--- src/rtl/iq_wakeup_sched.sv ---
// rtl/iq_wakeup_sched.sv - issue-queue wake-up: per-channel tag delay lines and entry source-ready tracking
module iq_wakeup_sched #(
  parameter int ISSUE_NUM = 4,
  parameter int PRF_WIDTH = 6,
  parameter int CIQ_DEPTH = 16,
  parameter int IDX_W     = 4,
  parameter int MAX_LAT   = 4,
  parameter int LAT_W     = 3
) (
  input  logic                           clk,
  input  logic                           rst_n,
  input  logic [ISSUE_NUM-1:0]           grant_vld,
  input  logic [ISSUE_NUM*PRF_WIDTH-1:0] grant_prd,
  input  logic [ISSUE_NUM*LAT_W-1:0]     grant_lat,
  input  logic                           alloc_en,
  input  logic [IDX_W-1:0]               alloc_idx,
  input  logic [PRF_WIDTH-1:0]           alloc_prs1,
  input  logic [PRF_WIDTH-1:0]           alloc_prs2,
  input  logic                           alloc_rdy1,
  input  logic                           alloc_rdy2,
  input  logic [CIQ_DEPTH-1:0]           dealloc,
  input  logic                           flush,
  output logic [ISSUE_NUM-1:0]           tag_bus_vld,
  output logic [ISSUE_NUM*PRF_WIDTH-1:0] tag_bus,
  output logic [CIQ_DEPTH-1:0]           prs1_rdy,
  output logic [CIQ_DEPTH-1:0]           prs2_rdy,
  output logic [CIQ_DEPTH-1:0]           entry_rdy,
  output logic [ISSUE_NUM-1:0]           lat_conflict,
  output logic [ISSUE_NUM-1:0]           lat_err
);

  // Delay-line stages; an empty stage always carries tag 0 so the bus reads 0 when idle.
  logic [ISSUE_NUM-1:0][MAX_LAT-1:0]                stg_vld_q, stg_vld_d;
  logic [ISSUE_NUM-1:0][MAX_LAT-1:0][PRF_WIDTH-1:0] stg_tag_q, stg_tag_d;
  logic [ISSUE_NUM-1:0]                             conflict_q, conflict_d;
  logic [ISSUE_NUM-1:0]                             err_q, err_d;

  // Issue-queue entry state.
  logic [CIQ_DEPTH-1:0]                valid_q, valid_d;
  logic [CIQ_DEPTH-1:0]                r1_q, r1_d;
  logic [CIQ_DEPTH-1:0]                r2_q, r2_d;
  logic [CIQ_DEPTH-1:0][PRF_WIDTH-1:0] tag1_q, tag1_d;
  logic [CIQ_DEPTH-1:0][PRF_WIDTH-1:0] tag2_q, tag2_d;

  logic [ISSUE_NUM-1:0]           bus_vld;
  logic [ISSUE_NUM*PRF_WIDTH-1:0] bus_tag;

  // True when any live broadcast channel carries tag t this cycle.
  function automatic logic bus_hit(input logic [PRF_WIDTH-1:0]           t,
                                   input logic [ISSUE_NUM-1:0]           bv,
                                   input logic [ISSUE_NUM*PRF_WIDTH-1:0] bt);
    logic hit;
    hit = 1'b0;
    for (int c = 0; c < ISSUE_NUM; c++) begin
      if (bv[c] && (bt[c*PRF_WIDTH +: PRF_WIDTH] == t)) hit = 1'b1;
    end
    return hit;
  endfunction

  // Stage 0 of every channel is the broadcast bus.
  always_comb begin
    bus_vld = '0;
    bus_tag = '0;
    for (int c = 0; c < ISSUE_NUM; c++) begin
      bus_vld[c]                          = stg_vld_q[c][0];
      bus_tag[c*PRF_WIDTH +: PRF_WIDTH]   = stg_tag_q[c][0];
    end
  end

  // Shift the delay lines and slot new grants in, keeping the older tag on a collision.
  always_comb begin
    int lat;
    stg_vld_d  = '0;
    stg_tag_d  = '0;
    conflict_d = '0;
    err_d      = '0;
    lat        = 0;
    for (int c = 0; c < ISSUE_NUM; c++) begin
      for (int k = 0; k < MAX_LAT - 1; k++) begin
        stg_vld_d[c][k] = stg_vld_q[c][k+1];
        stg_tag_d[c][k] = stg_tag_q[c][k+1];
      end
      lat = int'(grant_lat[c*LAT_W +: LAT_W]);
      if (grant_vld[c]) begin
        if (lat == 0 || lat > MAX_LAT) begin
          err_d[c] = 1'b1;
        end else begin
          for (int k = 0; k < MAX_LAT; k++) begin
            if (k == lat - 1) begin
              if (stg_vld_d[c][k]) begin
                conflict_d[c] = 1'b1;
              end else begin
                stg_vld_d[c][k] = 1'b1;
                stg_tag_d[c][k] = grant_prd[c*PRF_WIDTH +: PRF_WIDTH];
              end
            end
          end
        end
      end
    end
    if (flush) begin
      stg_vld_d  = '0;
      stg_tag_d  = '0;
      conflict_d = '0;
      err_d      = '0;
    end
  end

  // Entry update: allocation (with same-cycle bypass) beats dealloc, dealloc beats wake-up.
  always_comb begin
    valid_d = valid_q;
    r1_d    = r1_q;
    r2_d    = r2_q;
    tag1_d  = tag1_q;
    tag2_d  = tag2_q;
    for (int i = 0; i < CIQ_DEPTH; i++) begin
      if (alloc_en && (alloc_idx == IDX_W'(i))) begin
        valid_d[i] = 1'b1;
        tag1_d[i]  = alloc_prs1;
        tag2_d[i]  = alloc_prs2;
        r1_d[i]    = alloc_rdy1 | (alloc_prs1 == '0) | bus_hit(alloc_prs1, bus_vld, bus_tag);
        r2_d[i]    = alloc_rdy2 | (alloc_prs2 == '0) | bus_hit(alloc_prs2, bus_vld, bus_tag);
      end else if (dealloc[i]) begin
        valid_d[i] = 1'b0;
        r1_d[i]    = 1'b0;
        r2_d[i]    = 1'b0;
      end else if (valid_q[i]) begin
        r1_d[i] = r1_q[i] | bus_hit(tag1_q[i], bus_vld, bus_tag);
        r2_d[i] = r2_q[i] | bus_hit(tag2_q[i], bus_vld, bus_tag);
      end
    end
    if (flush) begin
      valid_d = '0;
      r1_d    = '0;
      r2_d    = '0;
    end
  end

  // State registers with asynchronous clear.
  always_ff @(posedge clk or negedge rst_n) begin
    if (!rst_n) begin
      stg_vld_q  <= '0;
      stg_tag_q  <= '0;
      conflict_q <= '0;
      err_q      <= '0;
      valid_q    <= '0;
      r1_q       <= '0;
      r2_q       <= '0;
      tag1_q     <= '0;
      tag2_q     <= '0;
    end else begin
      stg_vld_q  <= stg_vld_d;
      stg_tag_q  <= stg_tag_d;
      conflict_q <= conflict_d;
      err_q      <= err_d;
      valid_q    <= valid_d;
      r1_q       <= r1_d;
      r2_q       <= r2_d;
      tag1_q     <= tag1_d;
      tag2_q     <= tag2_d;
    end
  end

  assign tag_bus_vld  = bus_vld;
  assign tag_bus      = bus_tag;
  assign prs1_rdy     = r1_q;
  assign prs2_rdy     = r2_q;
  assign entry_rdy    = valid_q & r1_q & r2_q;
  assign lat_conflict = conflict_q;
  assign lat_err      = err_q;

endmodule

--- config.mk ---
export PLATFORM = sky130hd
export DESIGN_NAME = iq_wakeup_sched
export DESIGN_NICKNAME = d
export VERILOG_FILES = /design/src/rtl/iq_wakeup_sched.sv
export SDC_FILE = /design/constraint.sdc
export NUM_CORES = 1
export LEC_CHECK = 0
export CORE_AREA = 2 2 257 259
export CTS_CLUSTER_DIAMETER = 120
export DETAILED_ROUTE_END_ITERATION = 16
export DIE_AREA = 0 0 259 261
export PLACE_DENSITY = 0.56
export SYNTH_ARGS = -nofsm -noshare
export SYNTH_HDL_FRONTEND = slang
export SYNTH_SLANG_ARGS = --single-unit
--- constraint.sdc ---
create_clock -name clk -period 2.1 [get_ports clk]
set_clock_uncertainty 0.2 [all_clocks]
set_input_delay 0.21 -clock clk [delete_from_list [all_inputs] [get_ports clk]]
set_output_delay 0.21 -clock clk [all_outputs]
set_load 0.005 [all_outputs]
* Word-level counts from Yosys, hierarchy flattened *
Cells that the tools add are included.

word-level totals
  register bits = 360
  input bits = 78
  output and inout port bits = 84
  logic and storage cells = 1039

operators by class
  add/subtract/negate cells = 4
  order comparisons = 4
  eq/ne operators = 163
  mux-type cells = 499
  bitwise logic cells = 68
  reductions and logical operators = 199

operator list
  kind                 count
  $eq 6x6->1           136
  $mux 1               448
  $mux 24              8
  $mux 6               28
  $logic_and 1x1->1    152
  $logic_not 32->1     4
  $mux 96              1
  $or 1x1->1           66
  $mux 16              4
  $reduce_bool 4->1    16
  $reduce_bool 3->1    16
  $mux 4               10
  $and 16x16->16       2
  $eq 3x4->1 const A   8
  $eq 4x4->1 const B   8
  $eq 2x4->1 const A   4
  $eq 4x3->1 const B   4
  $sub 3x1->4 const B  4
  $gt 3x3->1 const B   4
  $logic_not 3->1      4
  $logic_not 6->1      2
  $eq 4x2->1 const B   2
  $eq 4x1->1 const B   1
  $logic_not 4->1      1
  $logic_or 1x1->1     4

* Depth between registers and ports, before layout *
Gate-level depths: netlist of the first run.

  depth in word-level cells = 14
  gate-level depth with buffers = 9
  depth with buffers taken out = 6

* Worst setup path before layout of the first run *
No wires, ideal clock.

  path type = register to register
  from = register stg_tag_q (netlist bit tag_bus[13])
  to = register r1_q[11], in the netlist prs1_rdy[11]
  library setup time = 122 ps
  arrival time = 1944 ps
  required time = 1778 ps
  slack = -166 ps
  cell stages (with the launch flop) = 9
  path buffers = 2
  clock period less this slack = 2266 ps
  cell sequence = dfrtp_1 -> buf_4 -> xnor2_1 -> nand4_1 -> o41ai_1 -> or4_1 -> buf_2 -> or3_1 -> a32o_1

between the ends
  longest elaborated chain between the ends = 12
  elaborated cells between the ends (all ways) = 18
  classes of those cells = 2 x eq/ne; 12 x mux; 2 x bitwise; 2 x reduce/logical

ends and longest elaborated chain
  item                    RTL line  text
  start, declared         34        logic [ISSUE_NUM-1:0][MAX_LAT-1:0][PRF_WIDTH-1:0] stg_tag_q, stg_tag_d;
  start signal, assigned  153       stg_tag_q <= stg_tag_d;
  $eq 6x6->1              55        if (bv[c] && (bt[c*PRF_WIDTH +: PRF_WIDTH] == t)) hit = 1'b1;
  $logic_and 1x1->1       55
  $mux 1 (2 in series)    55
  $mux 1                  127       end else if (valid_q[i]) begin
  $mux 1                  123       end else if (dealloc[i]) begin
  $mux 1                  117       if (alloc_en && (alloc_idx == IDX_W'(i))) begin
  $or 1x1->1              128       r1_d[i] = r1_q[i] | bus_hit(tag1_q[i], bus_vld, bus_tag);
  $mux 1                  127
  $mux 1                  123
  $mux 1 (*)              117
  $mux 16 (*)             132       if (flush) begin
  end signal, assigned    157       r1_q <= r1_d;
  end, declared           40        logic [CIQ_DEPTH-1:0] r1_q, r1_d;

Mark *: on every way between the ends. The rest lies on a longest branch, timed or not. The select of a mux whose other input is x is not followed.
A chain may end at the register's enable or synchronous reset.

* Worst setup path in the final report of the first run *
  from = register stg_tag_q (netlist bit tag_bus[14])
  to = register r1_q[13], in the netlist prs1_rdy[13]

The elaborated chain is that of the path after synthesis.

==> run summary, run 1 <==
The number of global-route vias before repair is 22,501. The core region is 65,000 um2. The startpoint identified for the worst hold timing path is grant_vld[3].

The number of instances in the synthesized netlist is 2,807. Yosys printed 0 warnings. VDD sags by at most 0.000572 V. The global route total overflow came out at 0. The maximum number of pins on one net before global-route repair came out at 71. For this run, the total global-route usage over all layers was measured as 0.286.

The height of the die came out at 261 um. In the post-synthesis netlist, the cell with the most instances is sky130_fd_sc_hd__xnor2_1. The sum of met2 wire segment lengths after detailed routing is 44,100 um.

The run finished, with violations left. The transition at the pin with the smallest max-transition slack came out at 0.672 ns. The endpoint required time on the critical path came out at 2.40 ns. Setup violations remaining at the end of the flow were counted as 32.

The final count of hold timing violations is 0. The number of levels the H-tree was split into is 2. The total nets after synthesis came out at 2,885. The post-route clock period utilization came out at 1.11.

Setup repair after global routing could not meet its margin everywhere. The initial antenna violation count is 4. Clock latency on the worst-skew pair, taken at its later pin, is 0.60 ns. The largest stage delay on the critical path came out at 0.43 ns. The clock tree root buffer cell is sky130_fd_sc_hd__clkbuf_16.

The largest family of logic cells by synthesized area is XOR/XNOR gates. Across all register-to-register paths, the minimum setup slack is -0.22 ns. TritonCTS built the clock tree. The tightest min-delay check is of the in2reg type.

The startpoint type of the worst setup path is a flip-flop. The worst setup path is captured at a flip-flop. Traced cell by cell, the critical path runs through buf_12 -> buf_12 -> buf_12 -> xnor2_2 -> nand4_1 -> nor4_2 -> nor4_2 -> or3_1 -> a31oi_1. STA puts the critical path data arrival time at 2.62 ns.

After clock tree synthesis, the clock-pin slew on the worst setup and hold paths is 0.06 ns. At the end of the flow, the number of nets in the layout was 3,144. Sorting the synthesized cells by area gives the leading types as sky130_fd_sc_hd__dfrtp_1 36%, sky130_fd_sc_hd__xnor2_1 15%, sky130_fd_sc_hd__xor2_1 14%. The peak fanout along the critical path is 7. The number of cells traversed by the worst register-to-register path came out at 9. The worst hold path passes through 2 cells. The synthesized area came out at 25,100 um2. By count the netlist is led by 415 x sky130_fd_sc_hd__xnor2_1, 402 x sky130_fd_sc_hd__xor2_1, 401 x sky130_fd_sc_hd__nand2_1, 360 x sky130_fd_sc_hd__dfrtp_1, 167 x sky130_fd_sc_hd__clkbuf_1.

The number of different library cells in the post-synthesis netlist came out at 49. The highest clock frequency the design can meet came out at 430 MHz. The async set-or-reset flop fraction in the synthesized netlist is 1.00. The final wirelength came out at 98,700 um. The number of optimization iterations in the first detailed-route pass came out at 5. The routability congestion estimate is 0.892. Dividing total power by cell area gives a power density of 686 nW/um2.

After detailed routing, the wire length on met1 is 39,500 um. The count of flip-flops with a built-in enable after synthesis came out at 0. The placed cell area is 28,900 um2.

The worst flop-to-flop path startpoint is tag_bus[14]. The area fraction in and, or, nand and nor cells after synthesis came out at 0.193. The static leakage came out at 15.4 nW. During placement, the flow inserted port buffers numbering 161.

The design area is 34,000 um2. The highest metal layer carrying signal wires in the routed design is met5. The number of cell rows came out at 94. The clock period minus worst slack came out at 2.32 ns. The worst setup path is of the reg2reg kind. Of the cells placed in the final design, the portion with a size suffix greater than 1 is 0.269. The final hold slack is 0.0320 ns. The headroom to the max-slew limit is 0.550. Of the synthesized area, sequential elements account for 0.359. The number of clock buffers inserted by TritonCTS is 44. The final core utilization came out at 0.523. Summing internal, switching and leakage power gives 23.3 mW. The post-synthesis average cell area is 8.93 um2.

For this design, the sink count on the clock tree is 360. The final routed DRC violation total came out at 0. The routed design uses 9720 um of met3 wire.

After detailed routing, the average wire length per cell comes to 24.9 um. The count of fill cells added during filler insertion came out at 5,711. The post-detailed-route count of antenna-violating nets came out at 0. The biggest area contributor in the post-synthesis netlist is sky130_fd_sc_hd__dfrtp_1.

The via total after detailed routing is 22,215. The terminus of the critical flop-to-flop path is prs1_rdy[13]. The compound-cell area share of the yosys netlist came out at 0.0249. The largest individual stage delay along the critical path comes from the cell sky130_fd_sc_hd__dfrtp_2.

The share of synthesized area in the top cell type comes to 0.359. Grouping stages by cell kind, the critical path spends the most delay in simple AND/OR/NAND/NOR gates. The initial core utilization is 0.385. The first global-routing pass estimated 145,000 um of wire. The synthesized flop and latch total came out at 360.

The longest clock path from root to sink contains 3 buffers. The xor/xnor cell area share of the yosys netlist is 0.285. The first-iteration detailed-routing DRC count is 2,162. The hold path endpoint is lat_err[3].

Relative to the synthesized area, the layout overhead comes to 35.8%. The number of ports placed on the die boundary came out at 162. The adder-cell area share of the yosys netlist came out at 0.

Measured against the total synthesized area, the mux share comes to 0.0628. The buffering stage count on the worst path with inverters included is 3. The total of max-cap violations came out at 0. The horizontal extent of the die came out at 259 um. After detailed routing, the number of vias per cell comes to 5.60. The max-slew violation count is 0.

The final HPWL from detailed placement came out at 62,200 um. The checks that failed: setup timing. Among all flip-flop cells after synthesis, the most frequent one is sky130_fd_sc_hd__dfrtp_1.

The most numerous cell type found on the critical path is sky130_fd_sc_hd__buf_12. The smallest setup slack after layout is -0.225 ns. The floorplan die area came out at 67,600 um2.
[area by class of cell]
cell class	count	area [um2]	share of cell area
timing repair buffer	624	6960	0.205
tap	864	1080	0.0318
sequential	360	9050	0.266
antenna	1	2.50	0.0000735
multi-input combinational	2031	15400	0.454
inverter	5	18.8	0.000551
clock buffer	65	1280	0.0376
clock inverter	15	200	0.00588
[metrics by stage]
stage	setup slack (ns)	TNS (ns)	cells
3_3_place_gp	-0.801	-27.23	3716
4_1_cts	-0.224	-3.94	3922
3_5_place_dp	-0.812	-30.45	3716
2_1_floorplan	-0.148	-0.218	2807
5_1_grt	-0.277	-6.38	3964
6_report	-0.225	-4.35	3965
[metal layers]
metal | track usage | vias to the layer above
li1 | - | 9673
met1 | 0.375 | 11019
met2 | 0.443 | 1194
met3 | 0.0665 | 325
met4 | 0.141 | 4
met5 | 0 | -
[flip-flops by register name, indices dropped and copies added, names as in the netlist]
name          count
prs2_rdy         16
stg_tag_q        72
stg_vld_q        12
tag1_q           96
lat_conflict      4
prs1_rdy         16
valid_q          16
lat_err           4
tag2_q           96
tag_bus          24
tag_bus_vld       4
[power breakdown]
| part | switching (mW) | total, mW | leakage, nW | internal, mW |
|---|---|---|---|---|
| logic | 2.68 | 5.73 | 9.97 | 3.06 |
| clock network | 3.21 | 7.93 | 0.727 | 4.72 |
| registers | 1.91 | 9.68 | 4.68 | 7.77 |
[cells by family (layout without fill, tap and decap cells)]
| kind of cell | count (synthesis) | in the layout |
|---|---|---|
| AO/OA/AOI/OAI | 94 | 94 |
| XOR/XNOR | 817 | 817 |
| buffers and inverters | 416 | 709 |
| flip-flops | 360 | 360 |
| multiplexers | 148 | 148 |
| other | 0 | 1 |
| AND/OR/NAND/NOR | 972 | 972 |
[layout by cell type (no fill, tap or decap), types with 15 or more instances in the layout]
cell type	instances
sky130_fd_sc_hd__buf_6	40
sky130_fd_sc_hd__dfrtp_2	35
sky130_fd_sc_hd__mux2i_1	73
sky130_fd_sc_hd__dfrtp_1	325
sky130_fd_sc_hd__or3_1	15
sky130_fd_sc_hd__buf_4	293
sky130_fd_sc_hd__nor4_1	77
sky130_fd_sc_hd__dlygate4sd2_1	21
sky130_fd_sc_hd__xor2_1	387
sky130_fd_sc_hd__nor2_1	128
sky130_fd_sc_hd__buf_12	99
sky130_fd_sc_hd__mux2_2	75
sky130_fd_sc_hd__clkbuf_16	45
sky130_fd_sc_hd__nand2_1	400
sky130_fd_sc_hd__nor4_2	52
sky130_fd_sc_hd__buf_16	17
sky130_fd_sc_hd__xnor2_1	373
sky130_fd_sc_hd__and3_1	17
sky130_fd_sc_hd__a31oi_1	16
sky130_fd_sc_hd__nand2b_1	20
sky130_fd_sc_hd__a21oi_1	25
sky130_fd_sc_hd__clkdlybuf4s50_1	126
sky130_fd_sc_hd__and2_1	24
sky130_fd_sc_hd__xnor2_2	41
sky130_fd_sc_hd__buf_8	15
sky130_fd_sc_hd__nand4_1	136
[worst max-delay path by stage]
| stage | cells past startpoint | from | endpoint | slack, ns |
|---|---|---|---|---|
| after CTS | 6 | tag_bus[16] | prs1_rdy[11] | -0.22 |
| after global placement | 8 | alloc_prs1[4] | prs1_rdy[11] | -0.80 |
| final | 9 | tag_bus[14] | prs1_rdy[13] | -0.22 |
| after floorplan | 8 | tag_bus[13] | prs1_rdy[11] | -0.15 |
| after global routing | 8 | tag_bus[17] | prs1_rdy[2] | -0.28 |
| after detailed placement | 10 | alloc_prs1[2] | prs1_rdy[11] | -0.81 |
[timing repair]
action,4_1_cts,5_1_grt
resized for setup,239,153
pin swaps,93,84
cloned,16,1
setup buffers,116,45
hold endpoints to repair,364,0
hold buffers,3,0
endpoints found under the setup margin,65,44
No activity file was read; power rests on OpenSTA's default activity.
==> inputs of run 2 (changes only) <==
==> config.mk (replaced) <==
export PLATFORM = sky130hd
export DESIGN_NAME = iq_wakeup_sched
export DESIGN_NICKNAME = d
export VERILOG_FILES = /design/src/rtl/iq_wakeup_sched.sv
export SDC_FILE = /design/constraint.sdc
export NUM_CORES = 1
export LEC_CHECK = 0
export CELL_PAD_IN_SITES_DETAIL_PLACEMENT = 0
export CELL_PAD_IN_SITES_GLOBAL_PLACEMENT = 2
export CORE_AREA = 2 2 275 277
export CTS_CLUSTER_DIAMETER = 120
export DETAILED_ROUTE_END_ITERATION = 16
export DIE_AREA = 0 0 277 279
export PLACE_DENSITY = 0.74
export SETUP_SLACK_MARGIN = 0.2
export SYNTH_ARGS = -nofsm -noshare
export SYNTH_HDL_FRONTEND = slang
export SYNTH_SLANG_ARGS = --single-unit
==> run summary, run 2 (synthesized netlist as in run 1, its figures left out) <==
Outcome: finished, violations left (unchanged). Violations in the final reports: setup timing (unchanged). The layout cell share with drive strength beyond 1 came out at 0.276 (was 0.269). The final hold slack was 0.0349 ns (was 0.0320 ns). The final total negative setup slack is -6.84 ns (was -4.35 ns). The clock slew at the register clock pins of the worst setup and hold paths is 0.06 ns (about the same).

The total power was 23.5 mW (was 23.3 mW). The final HPWL from detailed placement is 67,700 um (was 62,200 um). The worst-case vdd ir drop came out at 0.000523 V (was 0.000572 V). The kind of capture point of the worst setup path was a flip-flop (unchanged). The transition at the pin with the smallest max-transition slack came out at 0.605 ns (was 0.672 ns). The number of clock buffers inserted by TritonCTS came out at 45 (was 44). The initial antenna violation count came out at 1 (was 4).

The post-route clock period utilization is 1.16 (was 1.11). The headroom to the max-slew limit came out at 0.597 (was 0.550). The register area came out at 9050 um2 (about the same). The data arrival time of the critical path was 2.70 ns (was 2.62 ns). The max-slew violation count came out at 0 (unchanged). The smallest setup slack after layout is -0.334 ns (was -0.225 ns).

The horizontal extent of the die is 277 um (was 259 um). The post-detailed-route count of antenna-violating nets came out at 0 (unchanged). The via total after detailed routing was 21,980 (was 22,215).

The number of buffer cells added on primary ports is 161 (unchanged). The floorplan die area is 77,300 um2 (was 67,600 um2). The number of vias per cell after detailed routing came out at 5.31 (was 5.60).

The clock tree from TritonCTS was yes (unchanged). The critical setup path kind is reg2reg (unchanged). Top library cells by usage in the layout, fill and taps aside: 399 x sky130_fd_sc_hd__nand2_1, 394 x sky130_fd_sc_hd__xnor2_1, 391 x sky130_fd_sc_hd__xor2_1 (was 400 x sky130_fd_sc_hd__nand2_1, 387 x sky130_fd_sc_hd__xor2_1, 373 x sky130_fd_sc_hd__xnor2_1). The initial core utilization was 0.338 (was 0.385). The number of levels the H-tree was split into came out at 2 (unchanged). The setup slack on the worst flop-to-flop path is -0.33 ns (was -0.22 ns).

The worst min-delay path class is in2reg (unchanged). The final count of hold timing violations is 0 (unchanged). The count of fill cells added during filler insertion came out at 7,045 (was 5,711). The number of cell rows came to 100 (was 94).

The global-route usage over all layers is 0.257 (was 0.286). The count of non-filler cells in the finished layout came out at 4,141 (was 3,965). The post-placement worst setup slack is -0.853 ns (was -0.812 ns).

The peak fanout along the critical path came out at 6 (was 7). The final routed DRC violation total is 0 (unchanged). The number of cells in the design after placement came out at 3,876 (was 3,716). The height of the die is 279 um (was 261 um). The clock period minus worst slack is 2.43 ns (was 2.32 ns). The total of max-cap violations came out at 0 (unchanged).

The static leakage came out at 15.8 nW (was 15.4 nW). The signed area change from the synthesized netlist to the final layout came out at 36.4% (was 35.8%). The final core utilization is 0.462 (was 0.523).

The routability congestion estimate came out at 0.895 (was 0.892). The power density of the placed cells is 686 nW/um2 (about the same). The count of final setup violators came out at 32 (unchanged). The number of global-route vias before repair is 22,652 (was 22,501). The clock tree root buffer cell is sky130_fd_sc_hd__clkbuf_16 (unchanged). The insertion delay to the later sink of the worst-skew pair was 0.61 ns (was 0.60 ns).

The CTS sink count is 360 (unchanged). The maximum buffer depth of the clock tree came out at 3 (unchanged). RSZ-0062 raised after global routing: yes (unchanged).

The first-iteration detailed-routing DRC count came out at 1,824 (was 2,162). The global route total overflow is 0 (unchanged). The wire length per cell after detailed routing came to 24.2 um (was 24.9 um).

The core outline area came out at 74,100 um2 (was 65,000 um2). The design area is 34,200 um2 (was 34,000 um2). The highest clock frequency the design can meet was 411 MHz (was 430 MHz).

The global-route wire length before repair is 150,000 um (was 145,000 um). The multi-input gate area in the final layout came out at 15,000 um2 (was 15,400 um2). The final wirelength came to 100,000 um (was 98,700 um). The placed cell area is 29,700 um2 (was 28,900 um2). The maximum number of pins on one net before global-route repair is 71 (unchanged). Top flop regs: tag1_q: 96 flops, tag2_q: 96 flops, stg_tag_q: 72 flops (unchanged). The number of nets at the end of the flow is 3,213 (was 3,144). The endpoint required time on the critical path is 2.37 ns (was 2.40 ns). The startpoint type of the worst setup path is a flip-flop (unchanged). The most frequent standard cell in the layout excluding fill and tap cells is sky130_fd_sc_hd__nand2_1 (unchanged).

The number of ports placed on the die boundary came out at 162 (unchanged). The number of optimization iterations in the first detailed-route pass came to 5 (unchanged).
## run 2: cell count changes in the layout (fill, tap and decap cells not counted), sizes merged, moves of 2 or more
cell / delta
dlygate4sd2: +18
bufinv: +2
clkbuf: -5
dlymetal6s2s: +2
clkinvlp: +9
clkdlybuf4s50: -43
buf: +89
## run 2: layout make-up
type	count	share of cell area
multi-input combinational	2031	0.438
sequential	360	0.265
inverter	5	0.000549
timing repair buffer	692	0.215
clock inverter	24	0.00952
antenna	1	0.0000732
clock buffer	59	0.0366
tap	969	0.0355
## run 2: layer usage
layer | up-vias | share of wire | global-route usage
met5 | - | 0.00011 | 0
met4 | 2 | 0.048 | 0.115
met2 | 904 | 0.45 | 0.408
met3 | 266 | 0.069 | 0.0435
met1 | 11008 | 0.43 | 0.343
li1 | 9800 | - | -
## run 2: worst paths after layout
path                          startpoint       endpoint  cells past startpoint
setup / recovery             tag_bus[14]   prs1_rdy[11]                      7
setup reg to reg             tag_bus[14]   prs1_rdy[11]                      7
hold reg to reg            stg_tag_q[41]  stg_tag_q[35]                      2
hold / removal              grant_vld[3]     lat_err[3]                      2
min in group asynchronous          rst_n     valid_q[8]                      3
max in group asynchronous          rst_n    tag_bus[18]                      4
## run 2: worst max-delay path: stages, from the launching register on
cell and delay (ns):
sky130_fd_sc_hd__dfrtp_2 0.44, sky130_fd_sc_hd__xnor2_2 0.14, sky130_fd_sc_hd__nand4_1 0.11, sky130_fd_sc_hd__o41ai_2 0.09, sky130_fd_sc_hd__or4_4 0.60, sky130_fd_sc_hd__buf_12 0.18, sky130_fd_sc_hd__or3_1 0.31, sky130_fd_sc_hd__a32o_1 0.22
## run 2: what timing repair did
action                                  in CTS  in global routing
resized for setup                          345                 94
endpoints found under the hold margin      370                  0
pin swaps                                   64                 42
endpoints found under the setup margin     102                103
hold buffers                                 3                  0
buffers inserted                           153                 21
cloned                                       4                  0
## run 2: where the power goes
group | leakage, nW | switching, mW | internal, mW
clock | 0.739 | 3.32 | 4.97
sequential | 4.69 | 1.91 | 7.77
combinational | 10.3 | 2.50 | 2.99
==> inputs of run 3 (changes only) <==
--- a/config.mk
+++ b/config.mk
@@ -7,11 +7,11 @@
 export LEC_CHECK = 0
 export CELL_PAD_IN_SITES_DETAIL_PLACEMENT = 0
 export CELL_PAD_IN_SITES_GLOBAL_PLACEMENT = 2
-export CORE_AREA = 2 2 275 277
+export CORE_AREA = 2 2 293 295
 export CTS_CLUSTER_DIAMETER = 120
 export DETAILED_ROUTE_END_ITERATION = 16
-export DIE_AREA = 0 0 277 279
-export PLACE_DENSITY = 0.74
+export DIE_AREA = 0 0 295 297
+export PLACE_DENSITY_LB_ADDON = 0.1
 export SETUP_SLACK_MARGIN = 0.2
 export SYNTH_ARGS = -nofsm -noshare
 export SYNTH_HDL_FRONTEND = slang
==> run summary, run 3 (synthesized netlist as in run 1, its figures left out) <==
The CTS sink count was 360 (unchanged). The layout cell share with drive strength beyond 1 is 0.288 (was 0.276). Cell-by-cell listing of the critical path: xor2_1 -> nor4_1 -> or4_4 -> buf_6 -> or3_1 -> a32o_1 (was xnor2_2 -> nand4_1 -> o41ai_2 -> or4_4 -> buf_12 -> or3_1 -> a32o_1). The via total after detailed routing came to 21,841 (was 21,980). The largest stage delay on the critical path is 0.53 ns (was 0.60 ns). The post-detailed-route count of antenna-violating nets is 0 (unchanged). The count of final setup violators was 34 (was 32). The number of optimization iterations in the first detailed-route pass came to 7 (was 5). The first-iteration detailed-routing DRC count came out at 1,474 (was 1,824). The worst min-delay path class is in2reg (unchanged). The global route total overflow is 0 (unchanged). The transition at the pin with the smallest max-transition slack is 0.677 ns (was 0.605 ns). The kind of capture point of the worst setup path is a flip-flop (unchanged).

The maximum number of pins on one net before global-route repair is 61 (was 71). The peak fanout along the critical path was 4 (was 6). The final count of hold timing violations came out at 0 (unchanged). The headroom to the max-slew limit is 0.548 (was 0.597). The startpoint type of the worst setup path is a flip-flop (unchanged). The number of levels the H-tree was split into came out at 2 (unchanged).

The number of buffer cells added on primary ports is 161 (unchanged). The number of cell rows came to 107 (was 100). Top flop regs: tag1_q: 96 flops, tag2_q: 96 flops, stg_tag_q: 72 flops (unchanged).

The final total negative setup slack was -6.07 ns (was -6.84 ns). The clock slew at the register clock pins of the worst setup and hold paths came out at 0.06 ns (about the same). The most frequent standard cell in the layout excluding fill and tap cells is sky130_fd_sc_hd__nand2_1 (unchanged).

The max-slew violation count came to 0 (unchanged). Violations in the final reports: setup timing (unchanged). The endpoint required time on the critical path is 2.40 ns (was 2.37 ns). The power density of the placed cells came out at 691 nW/um2 (was 686 nW/um2). The routability congestion estimate came out at 0.883 (was 0.895). The horizontal extent of the die came out at 295 um (was 277 um). The core outline area came out at 84,500 um2 (was 74,100 um2). The buffering stage count on the worst path with inverters included came out at 1 (unchanged). The count of inserted antenna diode cells was 0 (was 1). The initial core utilization came to 0.297 (was 0.338).

The smallest setup slack after layout is -0.289 ns (was -0.334 ns). The final core utilization is 0.412 (was 0.462). The critical path's slowest cell is sky130_fd_sc_hd__or4_4 (unchanged). The maximum buffer depth of the clock tree came out at 3 (unchanged).

The number of ports placed on the die boundary came out at 162 (unchanged). The clock period minus worst slack was 2.39 ns (was 2.43 ns). The highest clock frequency the design can meet is 419 MHz (was 411 MHz).

The final routed DRC violation total came out at 0 (unchanged). The clock tree root buffer cell is sky130_fd_sc_hd__clkbuf_16 (unchanged). The number of global-route vias before repair is 22,281 (was 22,652).

The post-route clock period utilization was 1.14 (was 1.16). The insertion delay to the later sink of the worst-skew pair came out at 0.62 ns (was 0.61 ns). The number of clock buffers inserted by TritonCTS is 49 (was 45). The clock tree from TritonCTS is yes (unchanged). The worst-case vdd ir drop is 0.000667 V (was 0.000523 V). The global-route wire length before repair is 161,000 um (was 150,000 um).

The total of max-cap violations came out at 0 (unchanged). The static leakage is 16.0 nW (was 15.8 nW). The global-route usage over all layers was 0.251 (was 0.257).

Top library cells by usage in the layout, fill and taps aside: 397 x sky130_fd_sc_hd__nand2_1, 393 x sky130_fd_sc_hd__xnor2_1, 391 x sky130_fd_sc_hd__xor2_1 (was 399 x sky130_fd_sc_hd__nand2_1, 394 x sky130_fd_sc_hd__xnor2_1, 391 x sky130_fd_sc_hd__xor2_1). The data arrival time of the critical path came out at 2.69 ns (was 2.70 ns). The floorplan die area came to 87,600 um2 (was 77,300 um2). The number of vias per cell after detailed routing came out at 5.02 (was 5.31). The number of nets at the end of the flow is 3,246 (was 3,213).

The final HPWL from detailed placement came out at 73,800 um (was 67,700 um). The initial antenna violation count is 8 (was 1). Outcome: finished, violations left (unchanged). The wire length per cell after detailed routing is 25.6 um (was 24.2 um).

The height of the die is 297 um (was 279 um). The signed area change from the synthesized netlist to the final layout is 39.0% (was 36.4%). The dominant delay contributor by cell family on the critical path is simple AND/OR/NAND/NOR gates (unchanged). RSZ-0062 raised after global routing: yes (unchanged).

The critical setup path kind is reg2reg (unchanged). The final wirelength is 111,000 um (was 100,000 um).
run 3: metal layers:
metal,wire [um],global-route usage,share of wire,up-vias
met2,51400,0.401,0.46,667
met4,3090,0.0628,0.028,6
met3,6390,0.0312,0.057,178
met1,50400,0.357,0.45,11143
met5,44,0,0.00040,-
li1,-,-,-,9847
run 3: area by class of cell:
cell class | count | area, um2
multi-input cells | 2032 | 15000
clock inverters | 25 | 309
fillers | 8347 | 49600
flip-flops and latches | 360 | 9060
well taps | 1144 | 1430
repair buffers | 720 | 7600
inverters | 5 | 18.8
clock buffers | 65 | 1380
run 3: what timing repair did:
| action | 4_1_cts | 5_1_grt |
|---|---|---|
| gates cloned | 11 | 2 |
| hold endpoints to repair | 368 | 14 |
| gates resized for setup | 404 | 96 |
| hold buffers | 5 | 1 |
| setup endpoints to repair | 110 | 73 |
| pin swaps | 65 | 38 |
| buffers inserted | 147 | 30 |
run 3: path summary, 6_finish.rpt:
kind / from / to / slack [ns] / depth (start not counted)
setup / recovery: tag_bus[9] / prs1_rdy[11] / -0.29 / 6
hold / removal: grant_vld[0] / lat_err[0] / 0.02 / 3
setup reg to reg: tag_bus[9] / prs1_rdy[11] / -0.29 / 6
hold reg to reg: stg_tag_q[71] / stg_tag_q[65] / 0.28 / 2
max in group asynchronous: rst_n / tag_bus[6] / 0.39 / 5
min in group asynchronous: rst_n / tag2_q[63] / 0.42 / 3
run 3: stage by stage:
step / hold WS (ns) / cells / total power, mW / area [um2] / worst slack (ns)
after floorplan: -0.286 / 2807 / 13.3 / 25400 / -0.148
after global placement: -0.108 / 4067 / 14.7 / 29800 / -0.726
after detailed placement: -0.113 / 4067 / 14.8 / 29800 / -0.764
after CTS: 0.00778 / 4320 / 24.1 / 34100 / -0.273
after global routing: 0.0472 / 4351 / 25.3 / 34800 / -0.318
final: 0.0249 / 4351 / 24.1 / 34800 / -0.289
run 3: worst min-delay path: stages:
cell and delay [ns]:
sky130_fd_sc_hd__clkdlybuf4s50_1 0.41, sky130_fd_sc_hd__nand2b_1 0.11, sky130_fd_sc_hd__a21oi_1 0.05
run 3: power breakdown:
group | internal (mW) | total, mW | switching, mW
sequential | 7.77 | 9.68 | 1.91
combinational | 3.00 | 5.55 | 2.54
clock | 5.25 | 8.85 | 3.60
total | 16.0 | 24.1 | 8.05
